[src/rtl/manta_pkg.sv]
// Definitions shared by the block-RAM fifo and its readout controller.
package manta_pkg;

    typedef enum logic [1:0] {
        IDLE  = 2'd0,
        DRAIN = 2'd1,
        FLUSH = 2'd2
    } state_t;

    localparam int FIFO_READ_LATENCY = 3;

endpackage

[src/rtl/readout_skid_fifo.sv]
// Small register-based FIFO that catches words arriving from the fifo read pipeline.
module readout_skid_fifo #(
    parameter int  WIDTH = 8,
    parameter int  DEPTH = 4,
    localparam int PTR_W = (DEPTH > 1) ? $clog2(DEPTH) : 1,
    localparam int CNT_W = $clog2(DEPTH + 1)
) (
    input  logic             clk,
    input  logic             rst,
    input  logic             clear,
    input  logic             push,
    input  logic [WIDTH-1:0] push_data,
    input  logic             pop,
    output logic [WIDTH-1:0] head,
    output logic [CNT_W-1:0] count,
    output logic             empty
);

    logic [WIDTH-1:0] mem [DEPTH];
    logic [PTR_W-1:0] wr_ptr;
    logic [PTR_W-1:0] rd_ptr;
    logic             full;
    logic             do_push;
    logic             do_pop;

    function automatic logic [PTR_W-1:0] ptr_inc(input logic [PTR_W-1:0] p);
        return (p == PTR_W'(DEPTH - 1)) ? '0 : p + 1'b1;
    endfunction

    assign empty   = (count == '0);
    assign full    = (count == CNT_W'(DEPTH));
    assign do_pop  = pop && !empty;
    assign do_push = push && (!full || do_pop);
    assign head    = mem[rd_ptr];

    always_ff @(posedge clk) begin
        if (rst || clear) begin
            wr_ptr <= '0;
            rd_ptr <= '0;
            count  <= '0;
        end else begin
            if (do_push) wr_ptr <= ptr_inc(wr_ptr);
            if (do_pop)  rd_ptr <= ptr_inc(rd_ptr);
            case ({do_push, do_pop})
                2'b10:   count <= count + 1'b1;
                2'b01:   count <= count - 1'b1;
                default: count <= count;
            endcase
        end
    end

    always_ff @(posedge clk) begin
        if (do_push) mem[wr_ptr] <= push_data;
    end

`ifndef SYNTHESIS
    // The upstream credit scheme must never let a word arrive with no room for it.
    always @(posedge clk) begin
        if (!rst && !clear) assert (!(push && full && !do_pop));
    end
`endif

endmodule

[src/rtl/fifo_readout_ctrl.sv]
// Reads words out of the block-RAM fifo and presents them on a valid/ready stream,
// covering the fifo read latency with a credit-tracked skid buffer.
module fifo_readout_ctrl
    import manta_pkg::*;
#(
    parameter int WIDTH        = 8,
    parameter int READ_LATENCY = FIFO_READ_LATENCY,
    parameter int SKID_DEPTH   = 4,
    parameter int COUNT_W      = 16
) (
    input  logic               clk,
    input  logic               rst,
    input  logic               start,
    input  logic [COUNT_W-1:0] length,
    input  logic               abort,
    output logic               busy,
    output logic               done,
    output logic [COUNT_W-1:0] words_sent,
    input  logic               fifo_empty,
    output logic               fifo_req,
    input  logic [WIDTH-1:0]   fifo_data,
    input  logic               fifo_valid,
    output logic               m_valid,
    output logic [WIDTH-1:0]   m_data,
    input  logic               m_ready
);

    localparam int IF_W  = $clog2(READ_LATENCY + 2);
    localparam int SK_CW = $clog2(SKID_DEPTH + 1);

    state_t             state;
    state_t             state_next;
    logic [COUNT_W-1:0] length_q;
    logic [COUNT_W-1:0] issued;
    logic [IF_W-1:0]    in_flight;
    logic               drop_q;
    logic               done_q;
    logic [WIDTH-1:0]   skid_head;
    logic [SK_CW-1:0]   skid_count;
    logic               skid_empty;
    logic               abort_now;
    logic               limit_hit;
    logic               launch;
    logic               push;
    logic               pop;
    logic [31:0]        credit_used;

    assign busy      = (state != IDLE);
    assign done      = done_q;
    assign launch    = (state == IDLE) && start;
    assign abort_now = abort && busy;
    assign limit_hit = (length_q != '0) && (issued == length_q);
    assign m_valid   = !skid_empty && !drop_q;
    assign m_data    = m_valid ? skid_head : '0;
    assign pop       = m_valid && m_ready;
    assign push      = fifo_valid && !drop_q && !abort_now;

    // A word popped this cycle frees its slot before any newly issued word can land,
    // which is what lets the loop sustain one word per cycle.
    assign credit_used = 32'(in_flight) + 32'(skid_count) - 32'(pop);
    assign fifo_req    = (state == DRAIN) && !abort && !fifo_empty && !limit_hit &&
                         (credit_used < 32'(SKID_DEPTH));

    always_comb begin
        state_next = state;
        case (state)
            IDLE:    if (start) state_next = DRAIN;
            DRAIN:   if (abort || limit_hit) state_next = FLUSH;
            FLUSH:   if (in_flight == '0 && skid_empty) state_next = IDLE;
            default: state_next = IDLE;
        endcase
    end

    always_ff @(posedge clk) begin
        if (rst) begin
            state      <= IDLE;
            done_q     <= 1'b0;
            drop_q     <= 1'b0;
            in_flight  <= '0;
            issued     <= '0;
            words_sent <= '0;
        end else begin
            state  <= state_next;
            done_q <= (state == FLUSH) && (state_next == IDLE);

            if (state == IDLE)  drop_q <= 1'b0;
            else if (abort_now) drop_q <= 1'b1;

            case ({fifo_req, fifo_valid})
                2'b10:   in_flight <= in_flight + 1'b1;
                2'b01:   in_flight <= in_flight - 1'b1;
                default: in_flight <= in_flight;
            endcase

            if (launch)        issued <= '0;
            else if (fifo_req) issued <= issued + 1'b1;

            if (launch)   words_sent <= '0;
            else if (pop) words_sent <= words_sent + 1'b1;
        end
    end

    always_ff @(posedge clk) begin
        if (launch) length_q <= length;
    end

    readout_skid_fifo #(
        .WIDTH (WIDTH),
        .DEPTH (SKID_DEPTH)
    ) u_skid (
        .clk       (clk),
        .rst       (rst),
        .clear     (abort_now),
        .push      (push),
        .push_data (fifo_data),
        .pop       (pop),
        .head      (skid_head),
        .count     (skid_count),
        .empty     (skid_empty)
    );

endmodule

[config.mk]
export PLATFORM = sky130hd
export DESIGN_NAME = fifo_readout_ctrl
export DESIGN_NICKNAME = d
export VERILOG_FILES = /design/src/rtl/manta_pkg.sv /design/src/rtl/readout_skid_fifo.sv /design/src/rtl/fifo_readout_ctrl.sv
export SDC_FILE = /design/constraint.sdc
export NUM_CORES = 1
export LEC_CHECK = 0
export ABC_AREA = 1
export CORE_ASPECT_RATIO = 0.75
export CORE_MARGIN = 2
export CORE_UTILIZATION = 50
export DETAILED_ROUTE_END_ITERATION = 10
export PLACE_DENSITY = 0.76
export SLEW_MARGIN = 20
export SYNTH_ARGS = -nofsm -noshare
export SYNTH_HDL_FRONTEND = slang
export SYNTH_SLANG_ARGS = --single-unit
[constraint.sdc]
create_clock -name clk -period 2.65 [get_ports clk]
set_input_delay 0.53 -clock clk [delete_from_list [all_inputs] [get_ports clk]]
set_output_delay 0.53 -clock clk [all_outputs]
set_load 0.02 [all_outputs]
# ---- Word-level counts from Yosys, hierarchy flattened
# Memory sizes are Yosys's and may differ from the RTL's. A register that Yosys moved wholly into a read port is not among the register bits.
# Index checks and enable logic that the tools add are counted.
dict set report totals {
  ff_bits 62
  memories 1
  ram_bits 32
  out_inout_bits 28
}
dict set report op_classes {
  n_mux 13
  magnitude_cmp 1
  addsub 10
  reduce_logical 35
  n_eq_ne 10
}
# name depth word_bits rd rd_clocked_by_memory_dff wr line_no
set mem_list {}
lappend mem_list {u_skid.mem 4 8 1 1 1 readout_skid_fifo.sv:19} ;# logic [WIDTH-1:0] mem [DEPTH];
# cell count
set op_table {}
lappend op_table {{$add A16 B1 Y16 const B} 2}
lappend op_table {{$lt A32 B3 Y1 const B} 1}
lappend op_table {{$eq A16 B16 Y1} 1}
lappend op_table {{$reduce_bool A16 Y1} 1}
lappend op_table {{$logic_and A1 B1 Y1} 15}
lappend op_table {{$mux W2} 7}
lappend op_table {{$pmux W3 S2} 2}
lappend op_table {{$eq A2 B2 Y1 const B} 5}
lappend op_table {{$mux W8} 1}
lappend op_table {{$logic_not A1 Y1} 7}
lappend op_table {{$add A3 B1 Y3 const B} 2}
lappend op_table {{$eq A2 B1 Y1 const B} 3}
lappend op_table {{$logic_not A3 Y1} 2}
lappend op_table {{$pmux W2 S3} 1}
lappend op_table {{$reduce_bool A2 Y1} 3}
lappend op_table {{$sub A3 B1 Y3 const B} 2}
lappend op_table {{$sub A4 B1 Y5} 1}
lappend op_table {{$add A2 B1 Y2 const B} 2}
lappend op_table {{$add A3 B3 Y4} 1}
lappend op_table {{$logic_not A2 Y1} 2}
lappend op_table {{$reduce_or A2 Y1} 2}
lappend op_table {{$eq A3 B3 Y1 const B} 1}
lappend op_table {{$logic_or A1 B1 Y1} 3}
lappend op_table {{$mux W1} 2}

# ---- Longest topological paths before layout
dict set report depth {
  depth_word 9
  mapped_depth 20
  mapped_depth_nobuf 20
}

# ---- Hierarchy
# Synthesis repeated with hierarchy kept, for this count alone.
dict set report unflattened {
  cells_unflattened 591
  hier_area_um2 4843.4
}
# module instances cells_each seq_area_each_um2 area_per_inst_um2
set by_module_without_submodules {}
lappend by_module_without_submodules {fifo_readout_ctrl 1 448 1261.2 3165.5}
lappend by_module_without_submodules {readout_skid_fifo 1 143 1141.1 1677.9}

# ---- Worst setup path after synthesis
# No wires, ideal clock.
dict set report synth_path {
  path_kind {input to register}
  from {input m_ready}
  to {register in_flight[2]}
  arrival_time_ns 2.590
  stages 18
  setup_slack_ns -0.062
  required_time_ns 2.528
  path_buffers 0
  setup_time_ns 0.122
  cell_sequence {nand3_4 inv_1 nand2_1 ha_1 nand2_1 inv_1 nand3_2 nand2_2 nand2_1 o21ai_1 nand3_2 ha_1 inv_1 fa_1 a21oi_1 o21ai_0 o21ai_0 a21oi_1}
}
dict set report synth_between {
  elab_chain_cells 6
  elab_cells_between_ends 8
}
# item line_no
set synth_lines {}
lappend synth_lines {{start, declared} fifo_readout_ctrl.sv:25} ;# input logic m_ready
lappend synth_lines {{$logic_and A1 B1 Y1 *} fifo_readout_ctrl.sv:55} ;# assign pop = m_valid && m_ready;
lappend synth_lines {{$sub A4 B1 Y5 *} fifo_readout_ctrl.sv:60} ;# assign credit_used = 32'(in_flight) + 32'(skid_count) - 32'(pop);
lappend synth_lines {{$lt A32 B3 Y1 *} fifo_readout_ctrl.sv:62} ;# (credit_used < 32'(SKID_DEPTH));
lappend synth_lines {{$logic_and A1 B1 Y1 *} fifo_readout_ctrl.sv:61} ;# assign fifo_req = (state == DRAIN) && !abort && !fifo_empty && !limit_hit &&
lappend synth_lines {{$eq A2 B1 Y1 / $eq A2 B2 Y1 (equally long branches)} fifo_readout_ctrl.sv:89} ;# case ({fifo_req, fifo_valid})
lappend synth_lines {{$pmux W3 S2 / $reduce_bool A2 Y1 (equally long branches)} n/a}
lappend synth_lines {{end signal, assigned} fifo_readout_ctrl.sv:90} ;# 2'b10: in_flight <= in_flight + 1'b1;
lappend synth_lines {{end signal, assigned} fifo_readout_ctrl.sv:91} ;# 2'b01: in_flight <= in_flight - 1'b1;
lappend synth_lines {{end signal, assigned} fifo_readout_ctrl.sv:92} ;# default: in_flight <= in_flight;
lappend synth_lines {{end, declared} fifo_readout_ctrl.sv:35} ;# logic [IF_W-1:0] in_flight;
# Every way passes the cells marked *; elsewhere a longest branch is shown, timed or not.
# A chain may end at the register's enable or synchronous reset.

# ---- Worst setup path after layout
dict set report layout_path {
  from {register u_skid.count[1]}
  to {register in_flight[2]}
}
dict set report layout_between {
  elab_chain_cells 9
  elab_cells_between_ends 12
}
# item line_no
set layout_lines {}
lappend layout_lines {{start, declared} readout_skid_fifo.sv:15} ;# output logic [CNT_W-1:0] count,
lappend layout_lines {{start signal, assigned} readout_skid_fifo.sv:45} ;# 2'b10: count <= count + 1'b1;
lappend layout_lines {{start signal, assigned} readout_skid_fifo.sv:46} ;# 2'b01: count <= count - 1'b1;
lappend layout_lines {{start signal, assigned} readout_skid_fifo.sv:47} ;# default: count <= count;
lappend layout_lines {{branches (longest 4 deep; another with $add A3 B3 Y4)} n/a}
lappend layout_lines {{$sub A4 B1 Y5 *} fifo_readout_ctrl.sv:60}
lappend layout_lines {{$lt A32 B3 Y1 *} fifo_readout_ctrl.sv:62}
lappend layout_lines {{$logic_and A1 B1 Y1 *} fifo_readout_ctrl.sv:61}
lappend layout_lines {{$eq A2 B1 Y1 / $eq A2 B2 Y1 (equally long branches)} fifo_readout_ctrl.sv:89}
lappend layout_lines {{$pmux W3 S2 / $reduce_bool A2 Y1 (equally long branches)} n/a}
# Mark *: on every way between the ends.

==> flow_metrics.tcl <==
set metrics [dict create \
    hold_depth 1 \
    pwr_density_cell_mw_per_mm2 769 \
    final_layout_size_suffix_gt1_frac 0.195 \
    p_leak_nw 2.55 \
    die_area_mm2 0.0103 \
    synth_area_mm2 0.00477 \
    final-max-slew-violation-count 0 \
    avgSynthCellArea_um2 8.14 \
    violations "setup timing" \
    crit_fanout 3 \
    slew-limit-headroom 0.711 \
    post-route-min-period_ns 2.76 \
    drt_iter0_markers 325 \
    synth_area_leaders "edfxtp_1, dfxtp_1, nor2_1" \
    worstPathRequired_ns 2.87 \
    cts_sinks 96 \
    mostFrequentLayoutCell "nor2_1" \
    p_clk_frac 0.278 \
    rrSetupSlack_ns -0.11 \
    fmax_mhz 362 \
    worst_slack_ns -0.114 \
    synthFlopType "edfxtp_1" \
    clkTransAtPathRegs_ns 0.07 \
    start_util 0.521 \
    synthArstFlopShare 0 \
    grt_overflow 0 \
    cts.htree.levels 3 \
    period_share 1.04 \
    hp-class "flop to flop" \
    p_int_w 0.00332 \
    worst_slew_pin_slew_ns 0.429 \
    netlist_instances 586 \
    placed_cells 795 \
    p_comb_frac 0.372 \
    synth_edf_count 48 \
    stdcell_count 830 \
    power.switching_w 0.00158 \
    swShare 0.323 \
    synth-seq-cells 96 \
    cts_made_buffers 9 \
    startpoint_type "flop" \
    yosysTopAreaCellShare 0.302 \
    root_buffer "clkbuf_16" \
    holdBufCountCts 0 \
    grt_first_pass_wirelength_um 17800 \
    maxCapViolations 0 \
    cts_max_path_buffers 2 \
    min_to "done" \
    postLayoutCellArea_mm2 0.00637 \
    wl_um 11700 \
    clock_latency_ns 0.34 \
    final_nets 742 \
    grt_pass1_vias 3984 \
    cts_tree "built" \
    path_class "flop to flop" \
    yosysSeqAreaShare 0.504 \
    antenna_left 0 \
    grt_max_degree 18 \
    io-pin-count 59 \
    core.rowCount 30 \
    final_cell_mix "nor2_1, nand2_1, inv_1" \
    hpwlAfterDp_um 7800 \
    wl_per_cell_um 14.0 \
    insertedDiodeCount 0 \
    status "finished with violations" \
    arrival_ns 2.98 \
    r2r_cells 20 \
    drc_errors 0 \
    grt_util_all_layers 0.221 \
    syn_nets 631 \
    rsz0062_at_grt "true" \
    first_pass_iters 5 \
    core-area_mm2 0.00916 \
    setup_viol 3 \
    cp-end-kind "flop" \
    hold_start "state[0]" \
    die_y_um 88.6 \
    area_growth_syn_to_layout_pct 33.6 \
    reg2reg_to "in_flight[2]" \
    fin_util 0.696 \
    post_dp_cell_area_mm2 0.00572 \
    synth.largest_area_cell "edfxtp_1" \
    r2r_start "u_skid.count[1]" \
    viasPerCell 5.19 \
    routed-via-count 4310 \
    skew_ns 0.00784 \
    hold_viol 0 \
    port_buffers 58 \
    globalplace.congestion 0.865 \
    antenna_found_initial 0 \
    seqPwrFrac 0.350 \
    ys_types 38 \
    synth_warnings 0 \
    die_w_um 117 \
    ir_drop_uv 491 \
]
## cells by family (layout without fill, tap and decap cells)
family | count (synthesis) | after routing | synth area share
simple gates | 289 | 289 | 0.265
buf+inv | 101 | 217 | 0.0840
flops | 96 | 96 | 0.504
compound gates | 82 | 82 | 0.0997
fa+ha+maj | 14 | 14 | 0.0399
xor+xnor | 3 | 3 | 0.00551
mux | 1 | 1 | 0.00236
## per-stage QoR
step           TNS [ns]  setup slack [ns]  hold slack, ns  total power (W)
6_report         -0.151            -0.114           0.416          0.00490
5_1_grt          -0.981            -0.186           0.471          0.00511
4_1_cts               0         0.0000109           0.420          0.00460
3_5_place_dp      -2.61            -0.737           0.410          0.00312
3_3_place_gp      -2.06            -0.635           0.406          0.00306
2_1_floorplan         0          0.000568           0.396          0.00261
## what timing repair did
| action | in CTS | in global routing |
|---|---|---|
| setup buffers | 7 | 12 |
| endpoints found under the setup margin | 12 | 26 |
| pin swaps | 10 | 18 |
| hold endpoints to repair | 0 | 0 |
| gates resized for setup | 23 | 36 |
| gates cloned | 0 | 1 |
## cell usage after synthesis, drive strengths merged, types with 2 or more instances
library cell	instances
nor3	13
buf	4
nor4	4
inv	91
nand3	35
o21a	4
clkbuf	6
o21ai	29
a31oi	2
xnor2	2
nand2	113
dfxtp	48
a211oi	2
edfxtp	48
ha	12
fa	2
o211ai	2
a21oi	42
nand4	10
nor2	111
## layout make-up
| cell class | instances | area, um2 |
|---|---|---|
| clock buffers | 10 | 229 |
| fillers | 696 | 2790 |
| multi-input cells | 389 | 2110 |
| inverters | 91 | 349 |
| clock inverters | 6 | 83.8 |
| well taps | 128 | 160 |
| flip-flops and latches | 96 | 2410 |
| repair buffers | 110 | 1020 |
## how the worst max path moves through the flow
stage / start / end / slack, ns / cells past startpoint
final: u_skid.count[1] / in_flight[2] / -0.11 / 20
after global routing: u_skid.count[1] / in_flight[2] / -0.19 / 20
after CTS: u_skid.count[2] / in_flight[2] / 0.00001 / 16
after detailed placement: m_ready / fifo_req / -0.74 / 14
after global placement: m_ready / fifo_req / -0.64 / 14
after floorplan: m_ready / in_flight[2] / 0.0006 / 18
## sequential cells by signal (all words and copies together), names as in the netlist, 2 cells and up, named ones only
signal	flops
u_skid.mem	32
issued	16
length_q	16
words_sent	16
in_flight	3
u_skid.count	3
state	2
u_skid.rd_ptr	2
u_skid.wr_ptr	2
## power groups by stage
stage / logic, W / clock network, W / registers (W)
final: 0.00182 / 0.00137 / 0.00171
after global routing: 0.00195 / 0.00144 / 0.00172
after CTS: 0.00151 / 0.00139 / 0.00170
after detailed placement: 0.00138 / 0 / 0.00173
after global placement: 0.00132 / 0 / 0.00173
after floorplan: 0.000883 / 0 / 0.00172
## layer usage
| layer | share of wire | GRT usage | wire (um) | up-vias |
|---|---|---|---|---|
| li1 | - | - | - | 2122 |
| met2 | 0.44 | 0.349 | 5180 | 158 |
| met4 | 0.024 | 0.0866 | 277 | 0 |
| met3 | 0.066 | 0.0575 | 771 | 30 |
| met1 | 0.47 | 0.295 | 5420 | 2000 |
| met5 | 0 | 0 | 0 | - |
## critical path: stages (launching register included)
cell     delay [ns]
dfxtp_4        0.37
nor2_4         0.04
nand2_2        0.08
nand3_4        0.07
inv_2          0.07
nand2_2        0.06
ha_4           0.27
nand2_2        0.05
inv_2          0.04
nand4_1        0.15
nand3_1        0.16
nand2_2        0.07
nand3_2        0.09
buf_6          0.11
ha_4           0.12
inv_2          0.04
fa_2           0.36
a21oi_2        0.13
o21ai_1        0.09
o21ai_1        0.15
a21oi_1        0.07
Power figures use the tool's default switching activity.
